===== src/rtl/rob_pkg.sv =====
// Shared types and constants for the reorder buffer.
// Pure declarations: no logic, no latency.
// Not applicable for backpressure; widths mirror the reorder_buffer defaults.
package rob_pkg;

    localparam int ROB_AR_SIZE  = 6;
    localparam int ROB_DEPTH    = 16;
    localparam int ROB_DATA_W   = 32;
    localparam int ROB_TAG_W    = $clog2(ROB_DEPTH);
    localparam int RETIRE_WIDTH = 2;

    // One buffer slot. valid = allocated, done = result written back.
    typedef struct packed {
        logic                   valid;
        logic                   done;
        logic [ROB_AR_SIZE-1:0] rd;
        logic [ROB_DATA_W-1:0]  data;
    } rob_entry_t;

endpackage


===== src/rtl/rob_retire_sel.sv =====
// Picks up to two completed head entries for in-order retirement.
// Purely combinational, zero latency.
// Slot 2 only retires behind slot 1, so an incomplete head stalls both.
module rob_retire_sel
    import rob_pkg::*;
#(
    parameter int TAG_W = ROB_TAG_W
) (
    input  logic [TAG_W-1:0]       i_head,
    input  rob_entry_t             i_entry0,
    input  rob_entry_t             i_entry1,
    output logic [TAG_W-1:0]       o_head_p1,
    output logic [TAG_W-1:0]       o_head_next,
    output logic                   o_retire1,
    output logic                   o_retire2,
    output logic [1:0]             o_n_retired,
    output logic [ROB_AR_SIZE-1:0] o_addr1,
    output logic [ROB_DATA_W-1:0]  o_data1,
    output logic [ROB_AR_SIZE-1:0] o_addr2,
    output logic [ROB_DATA_W-1:0]  o_data2
);

    // Decide retirement from the two oldest entries; unused slots drive zeros.
    always_comb begin
        o_head_p1   = i_head + TAG_W'(1);
        o_retire1   = i_entry0.valid & i_entry0.done;
        o_retire2   = o_retire1 & i_entry1.valid & i_entry1.done;
        o_n_retired = {1'b0, o_retire1} + {1'b0, o_retire2};
        // Natural wrap of the pointer: DEPTH is a power of two.
        o_head_next = i_head + TAG_W'(o_n_retired);
        o_addr1     = '0;
        o_data1     = '0;
        o_addr2     = '0;
        o_data2     = '0;
        if (o_retire1) begin
            o_addr1 = i_entry0.rd;
            o_data1 = i_entry0.data;
        end
        if (o_retire2) begin
            o_addr2 = i_entry1.rd;
            o_data2 = i_entry1.data;
        end
    end

endmodule


===== src/rtl/reorder_buffer.sv =====
// In-order retirement buffer: 1 alloc/cycle, 2 writebacks/cycle, 2 retires/cycle to the ARF.
// ARF writes are registered: they appear 1 cycle after the retire decision.
// alloc_ready drops when full; space freed by retirement is visible next cycle. Optional flush: ROB_FLUSH_EN.
module reorder_buffer
    import rob_pkg::*;
#(
    parameter  int AR_SIZE = ROB_AR_SIZE,
    parameter  int DEPTH   = ROB_DEPTH,
    parameter  int DATA_W  = ROB_DATA_W,
    localparam int TAG_W   = $clog2(DEPTH)
) (
    input  logic               clk,
    input  logic               rst,
    input  logic               alloc_valid,
    input  logic [AR_SIZE-1:0] alloc_rd,
    output logic               alloc_ready,
    output logic [TAG_W-1:0]   alloc_tag,
    input  logic               cmp_valid1,
    input  logic [TAG_W-1:0]   cmp_tag1,
    input  logic [DATA_W-1:0]  cmp_data1,
    input  logic               cmp_valid2,
    input  logic [TAG_W-1:0]   cmp_tag2,
    input  logic [DATA_W-1:0]  cmp_data2,
`ifdef ROB_FLUSH_EN
    input  logic               flush,
`endif
    output logic [AR_SIZE-1:0] write_addr1,
    output logic [DATA_W-1:0]  write_data1,
    output logic [AR_SIZE-1:0] write_addr2,
    output logic [DATA_W-1:0]  write_data2,
    output logic               write_en,
    output logic [TAG_W:0]     rob_count,
    output logic               rob_empty
);

    // Entry storage uses the package struct; its field widths track the package defaults.
    rob_entry_t           r_rob [DEPTH];
    logic [TAG_W-1:0]     r_head;
    logic [TAG_W-1:0]     r_tail;
    logic [TAG_W:0]       r_count;

    logic [AR_SIZE-1:0]   r_write_addr1;
    logic [DATA_W-1:0]    r_write_data1;
    logic [AR_SIZE-1:0]   r_write_addr2;
    logic [DATA_W-1:0]    r_write_data2;
    logic                 r_write_en;

    logic                 w_alloc_fire;
    logic                 w_cmp1_hit;
    logic                 w_cmp2_hit;
    logic [TAG_W-1:0]     w_head_p1;
    logic [TAG_W-1:0]     w_head_next;
    logic                 w_retire1;
    logic                 w_retire2;
    logic [1:0]           w_n_retired;
    logic [AR_SIZE-1:0]   w_addr1;
    logic [DATA_W-1:0]    w_data1;
    logic [AR_SIZE-1:0]   w_addr2;
    logic [DATA_W-1:0]    w_data2;
    logic [TAG_W:0]       w_count_next;
    rob_entry_t           w_new_entry;

    // Count disambiguates full from empty when head == tail.
    assign alloc_ready  = (r_count < (TAG_W+1)'(DEPTH));
    assign alloc_tag    = r_tail;
    assign w_alloc_fire = alloc_valid & alloc_ready;

    // Writebacks only land on allocated entries; stale tags are dropped.
    assign w_cmp1_hit   = cmp_valid1 & r_rob[cmp_tag1].valid;
    assign w_cmp2_hit   = cmp_valid2 & r_rob[cmp_tag2].valid;

    assign w_count_next = r_count + (TAG_W+1)'(w_alloc_fire) - (TAG_W+1)'(w_n_retired);

    assign rob_count    = r_count;
    assign rob_empty    = (r_count == '0);
    assign write_addr1  = r_write_addr1;
    assign write_data1  = r_write_data1;
    assign write_addr2  = r_write_addr2;
    assign write_data2  = r_write_data2;
    assign write_en     = r_write_en;

    // Freshly dispatched entry: allocated, not yet complete, result cleared.
    always_comb begin
        w_new_entry       = '0;
        w_new_entry.valid = 1'b1;
        w_new_entry.rd    = alloc_rd;
    end

    rob_retire_sel #(
        .TAG_W       (TAG_W)
    ) u_retire_sel (
        .i_head      (r_head),
        .i_entry0    (r_rob[r_head]),
        .i_entry1    (r_rob[w_head_p1]),
        .o_head_p1   (w_head_p1),
        .o_head_next (w_head_next),
        .o_retire1   (w_retire1),
        .o_retire2   (w_retire2),
        .o_n_retired (w_n_retired),
        .o_addr1     (w_addr1),
        .o_data1     (w_data1),
        .o_addr2     (w_addr2),
        .o_data2     (w_data2)
    );

    // Pointers, entry array and ARF write registers. Within a cycle later writes win:
    // port 2 over port 1, and retirement clears last so a late writeback cannot revive an entry.
    always_ff @(posedge clk) begin
        if (rst) begin
            r_head        <= '0;
            r_tail        <= '0;
            r_count       <= '0;
            for (int i = 0; i < DEPTH; i++) begin
                r_rob[i] <= '0;
            end
            r_write_addr1 <= '0;
            r_write_data1 <= '0;
            r_write_addr2 <= '0;
            r_write_data2 <= '0;
            r_write_en    <= 1'b0;
        end
`ifdef ROB_FLUSH_EN
        else if (flush) begin
            r_head        <= '0;
            r_tail        <= '0;
            r_count       <= '0;
            for (int i = 0; i < DEPTH; i++) begin
                r_rob[i].valid <= 1'b0;
                r_rob[i].done  <= 1'b0;
            end
            r_write_addr1 <= '0;
            r_write_data1 <= '0;
            r_write_addr2 <= '0;
            r_write_data2 <= '0;
            r_write_en    <= 1'b0;
        end
`endif
        else begin
            if (w_cmp1_hit) begin
                r_rob[cmp_tag1].done <= 1'b1;
                r_rob[cmp_tag1].data <= cmp_data1;
            end
            if (w_cmp2_hit) begin
                r_rob[cmp_tag2].done <= 1'b1;
                r_rob[cmp_tag2].data <= cmp_data2;
            end
            if (w_alloc_fire) begin
                r_rob[r_tail] <= w_new_entry;
                r_tail        <= r_tail + TAG_W'(1);
            end
            if (w_retire1) begin
                r_rob[r_head] <= '0;
            end
            if (w_retire2) begin
                r_rob[w_head_p1] <= '0;
            end
            r_head        <= w_head_next;
            r_count       <= w_count_next;
            r_write_addr1 <= w_addr1;
            r_write_data1 <= w_data1;
            r_write_addr2 <= w_addr2;
            r_write_data2 <= w_data2;
            r_write_en    <= w_retire1;
        end
    end

endmodule


===== config.mk =====
export PLATFORM = sky130hd
export DESIGN_NAME = reorder_buffer
export DESIGN_NICKNAME = d
export VERILOG_FILES = /design/src/rtl/rob_pkg.sv /design/src/rtl/rob_retire_sel.sv /design/src/rtl/reorder_buffer.sv
export SDC_FILE = /design/constraint.sdc
export NUM_CORES = 2
export LEC_CHECK = 0
export BUFFER_PORTS_ARGS = -buffer_cell sky130_fd_sc_hd__buf_2
export CORE_MARGIN = 1
export CORE_UTILIZATION = 60
export DETAILED_ROUTE_END_ITERATION = 10
export PLACE_DENSITY_LB_ADDON = 0.05
export SYNTH_ARGS = -nofsm -noshare
export SYNTH_HDL_FRONTEND = slang
export SYNTH_HIERARCHICAL = 1
export SYNTH_SLANG_ARGS = --single-unit

===== constraint.sdc =====
create_clock -name clk -period 5.33 [get_ports clk]
set_input_delay 1.599 -clock clk [delete_from_list [all_inputs] [get_ports clk]]
set_output_delay 1.599 -clock clk [all_outputs]
set_load 0.01 [all_outputs]

# [Word level (Yosys, flattened, before mapping)]
# Memory sizes are Yosys's and may differ from the RTL's. A register that Yosys moved wholly into a read port is not among the register bits.
# Index checks and enable logic that the tools add are counted.
# Widths: inputs -> output; s select.
[classes] n_addsub=6 magnitude_cmp=1 muxes=33 n_bitwise=8 reduce_logical=8
[ops] cell="$mux 40" count=5
[ops] cell="$reduce_or 40->1" count=5
[ops] cell="$mux 4" count=6
[ops] cell="$mux 1" count=20
[ops] cell="$add 4x1->4 const B" count=2
[ops] cell="$and 1x1->1" count=6
[ops] cell="$add 5x1->5" count=1
[ops] cell="$logic_not 5->1" count=1
[ops] cell="$lt 5x5->1 const B" count=1
[ops] cell="$sub 5x2->5" count=1
[ops] cell="$add 4x2->4" count=1
[ops] cell="$mux 2" count=2
[ops] cell="$reduce_or 2->1" count=2
[ops] cell="$add 1x1->2" count=1
[ops] cell="$not 1->1" count=2
[word_totals] register_bits=90 mem_bits_rw=640 memories=1
[mem_list] memory="r_rob" depth=16 width=40 rd=4 rd_clocked_by_memory_dff=1 write_ports=16 line_no="reorder_buffer.sv:37" source="rob_entry_t r_rob [DEPTH];"

# [Longest topological paths before layout]
# An unclocked memory read counts as a cell.
[depth] word_depth=9 depth_mapped=18 depth_no_buf=13

# [Hierarchy]
# Netlist, hierarchy kept.
[by_module_without_submodules] module="reorder_buffer" instances=1 cells_per_inst=4461 area_per_inst_um2=41920.2 seq_area_each_um2=14614.0
[by_module_without_submodules] module="rob_retire_sel" instances=1 cells_per_inst=109 area_per_inst_um2=710.7 seq_area_each_um2=0.0

# [Worst setup path after synthesis]
# No wires, ideal clock.
[synth_timing] path_kind="register to register" start="register r_head[0]" end="register r_count[4], in the netlist rob_count[4]" setup_time_ns=0.071 t_arrival_ns=4.859 required_time_ns=5.259 setup_slack_ns=0.400 path_stages_with_launch=18 synth_period_minus_slack_ns=4.930 path_cell_list="dfxtp_1 ha_1 buf_1 clkbuf_1 clkbuf_1 mux4_2 mux4_2 and4_4 buf_2 ha_1 ha_1 inv_1 ha_1 fa_1 a21oi_1 nor2_1 or3_1 a21oi_1"
[synth_between] elab_chain_len=6
[synth_rtl] item="from (decl)" line_no="reorder_buffer.sv:38" source="logic [TAG_W-1:0] r_head;"
[synth_rtl] item="from (signal assigned)" line_no="reorder_buffer.sv:157" source="r_head <= w_head_next;"
[synth_rtl] item="$add 4x1->4 *" line_no="rob_retire_sel.sv:25" source="o_head_p1 = i_head + TAG_W'(1);"
[synth_rtl] item="named net w_head_p1[1]" line_no="reorder_buffer.sv:51" source="logic [TAG_W-1:0] w_head_p1;"
[synth_rtl] item="$mem_v2 16x40 *"
[synth_rtl] item="$and 1x1->1" line_no="rob_retire_sel.sv:27" source="o_retire2 = o_retire1 & i_entry1.valid & i_entry1.done;"
[synth_rtl] item="$and 1x1->1 *" line_no="rob_retire_sel.sv:27"
[synth_rtl] item="named net w_retire2" line_no="reorder_buffer.sv:54" source="logic w_retire2;"
[synth_rtl] item="$add 1x1->2 *" line_no="rob_retire_sel.sv:28" source="o_n_retired = {1'b0, o_retire1} + {1'b0, o_retire2};"
[synth_rtl] item="named net w_n_retired[0]" line_no="reorder_buffer.sv:55" source="logic [1:0] w_n_retired;"
[synth_rtl] item="$sub 5x2->5 *" line_no="reorder_buffer.sv:72" source="assign w_count_next = r_count + (TAG_W+1)'(w_alloc_fire) - (TAG_W+1)'(w_n_retired);"
[synth_rtl] item="to (signal assigned)" line_no="reorder_buffer.sv:158" source="r_count <= w_count_next;"
[synth_rtl] item="to (decl)" line_no="reorder_buffer.sv:40" source="logic [TAG_W:0] r_count;"
# The timed path passes the listed nets; every way through them passes the cells marked *.
# A chain may end at the register's enable or synchronous reset.

==> run_results.csv <==
group,metric,value,unit
synth,ys_top_cells_by_count,"dfxtp_1 (730), clkbuf_1 (435), mux4_2 (403)",
drt,drtPass1Iterations,10,
cells_and_area,fin_nets,4437,
global_route,use_met1,0.630,
outcome,status,"finished clean",
placed_design,dpl_worst_slack,0.812,ns
global_route,grt.met2_usage,0.703,
synth,synth_xor_area_frac,0.00185,
die,die-area,0.0721,mm2
cells_and_area,final_cells,5364,
critical_path,cp-end-kind,"flip-flop",
synth,synth-edff-count,0,
drt,drt_iter0_drc,8312,
drt,vias,42736,
synth,ys_ff_latch,730,
global_route,grt_pass1_vias,39757,
drt,ant_nets,0,
synth,synth-warning-count,6,
power,power_density,294,mW/mm2
power,p_int,9.95,mW
die,die_w,269,um
synth,synth_top_family_by_area,"multiplexers",
power,comb_power_share,0.124,
timing,hold_viol_final,0,
power,switching_share,0.273,
timing,setup_viol,0,
power,clkPwrFrac,0.434,
clock_tree,clk_latency,0.66,ns
timing,fmax,0.222,GHz
critical_path,crit_fanout,20,
power,ir_drop,0.260,mV
power,totalPowerFinal,13.7,mW
cells_and_area,post_route_cells_drive_above_1_share,0.211,
placed_design,place_congestion,1.00,
hold_path,hold_depth,2,
synth,yosys.area_share.simple,0.156,
clock_tree,cts_resized,0,
clock_tree,postCtsSetupRepairBufs,0,
global_route,grt_pass1_wl,265000,um
cells_and_area,area_growth_syn_to_layout,9.42,%
synth,synthDistinctLibCells,71,
synth,synth_top_flop_cell,"dfxtp_1",
timing,hold_ws,0.475,ns
hold_path,min_path_type,"reg -> reg",
timing,setup-tns-final,0,ns
synth,async_flop_share,0,
critical_path,reg2reg_depth,9,
power,p_switching,3.74,mW
global_route,grtUsageMet3,0.186,
power,p_leak,15.9,nW
global_route,top_usage_layer,"met2",
critical_path,crit_arrival,5.12,ns
synth,synth_nets,4670,
clock_tree,cts.clk_slew.worst_paths,0.06,ns
critical_path,worstPathRequired,5.94,ns
critical_path,path_class,"reg -> reg",
drt,wl_per_cell,34.0,um
cells_and_area,design_area,0.0466,mm2
global_route,antenna_found_initial,24,
clock_tree,cts_made_buffers,83,
placed_design,hpwl,101000,um
synth,yosys.area.top_type_share,0.343,
synth,syn_inst,4570,
global_route,grt_usage,0.500,
timing,rsz0062_at_grt,"no",
synth,syn_avg_cell_area,9.33,um2
drt,via_per_inst,7.97,
synth,yosysTopAreaCell,"dfxtp_1",
synth,synth-adder-area-share,0.00534,
clock_tree,postCtsHoldBufs,0,
synth,synthTopCellsByArea,"dfxtp_1 (34%), mux4_2 (21%), a21oi_1 (4.6%)",
die,rows,97,
timing,relSlewSlack,0.146,
power,pwr-share-seq,0.442,
timing,finClkSkew,0.0380,ns
synth,synth_seq_area_share,0.343,
cells_and_area,fill_cells,5762,
critical_path,regToRegSetupSlack,0.82,ns
drt,drc_errors,0,
placed_design,placed_area,0.0438,mm2
clock_tree,clkSinkCount,730,
timing,fin_crit_sh,0.845,
global_route,overflow,0,
synth,synth_most_common_cell,"dfxtp_1",
clock_tree,cts_tree,"done",
cells_and_area,post-route-util,0.665,
die,start_util,0.608,
die,io_pins,171,
flow_run,cap_viol_max_count,0,
clock_tree,htree_levels,3,
clock_tree,cts_buffer_depth,3,
drt,drt_wl_total,182000,um
placed_design,post-place-cells,5192,
synth,synth.area.mux_share,0.217,
global_route,grt_max_degree,127,
synth,netlist_area,0.0426,mm2
die,core-area,0.0701,mm2
timing,fin_crit,4.51,ns
timing,setup_slack,0.824,ns
die,die_h,269,um
clock_tree,cts_root_buf,"clkbuf_16",
placed_design,portBuffers,170,
synth,synth_compound_area_frac,0.215,
timing,worstMarginPinSlew,1.28,ns
timing,report.final.slew_viol_count,0,
critical_path,start_kind,"flip-flop",
-- cells in the final DEF (no fill, tap or decap), types with 24 or more instances in the layout --
cell type,n
nor2b_1,90
a311oi_1,42
nor3_1,213
buf_2,169
or4_1,50
a211oi_1,122
nand3_1,116
a32oi_1,92
a22oi_1,205
buf_4,121
nand2_1,392
nor2_1,200
o21ai_0,290
buf_12,24
mux4_2,403
o211a_1,64
and3_1,42
clkbuf_16,86
and2_1,56
a31oi_1,81
nand4_1,97
diode_2,24
a21oi_1,396
dfxtp_1,727
o211ai_1,44
-- critical path: stages (launching register included) --
cell	delay, ns
dfxtp_4	0.55
mux4_2	0.56
mux4_2	0.78
and4_4	0.42
nor3b_1	0.18
a32o_1	0.35
nor2_4	0.73
buf_4	0.46
o21ai_0	0.15
o21ba_2	0.26
-- registers in the layout (all words and copies together) (netlist names) --
signal and cells:
write_data1 32, write_data2 32, r_head 4, write_addr2 6, r_rob 640, write_en 1
alloc_tag 4, rob_count 5, write_addr1 6
-- cell type report --
class	count	area [um2]	share of cell area
Antenna cell	24	60.1	0.00129
Clock inverter	21	267	0.00571
Timing Repair Buffer	314	2230	0.0479
Sequential cell	730	14600	0.314
Multi-Input combinational cell	3191	25700	0.551
Tap cell	940	1180	0.0252
Clock buffer	127	2490	0.0533
Inverter	17	75.1	0.00161
-- final timing paths --
check / start / endpoint
hold / removal: r_rob[5][1] / r_rob[5][1]
setup reg to reg: r_head[0] / r_rob[7][21]
setup / recovery: r_head[0] / r_rob[7][21]
hold reg to reg: r_rob[5][1] / r_rob[5][1]
-- metal layers --
layer	vias up	share of wire
li1	17173	-
met1	20317	0.34
met2	4109	0.42
met3	1133	0.16
met4	4	0.083
met5	-	0.00018
-- power groups by stage --
stage          clock (mW)  sequential, mW  combinational (mW)
6_report             5.95            6.05                1.70
2_1_floorplan           0            6.06                1.13
3_5_place_dp            0            6.14                1.61
4_1_cts              5.92            6.03                1.62
3_3_place_gp            0            6.13                1.59
5_1_grt              6.14            6.07                1.76
-- logic make-up (layout without fill, tap and decap cells) --
group / after synthesis / in the layout
flops: 730 / 730
mux: 417 / 417
other cells: 0 / 24
simple gates: 1341 / 1341
fa+ha+maj: 17 / 17
buf+inv: 649 / 479
compound gates: 1407 / 1407
xor+xnor: 9 / 9
No activity file was read; power rests on OpenSTA's default activity.
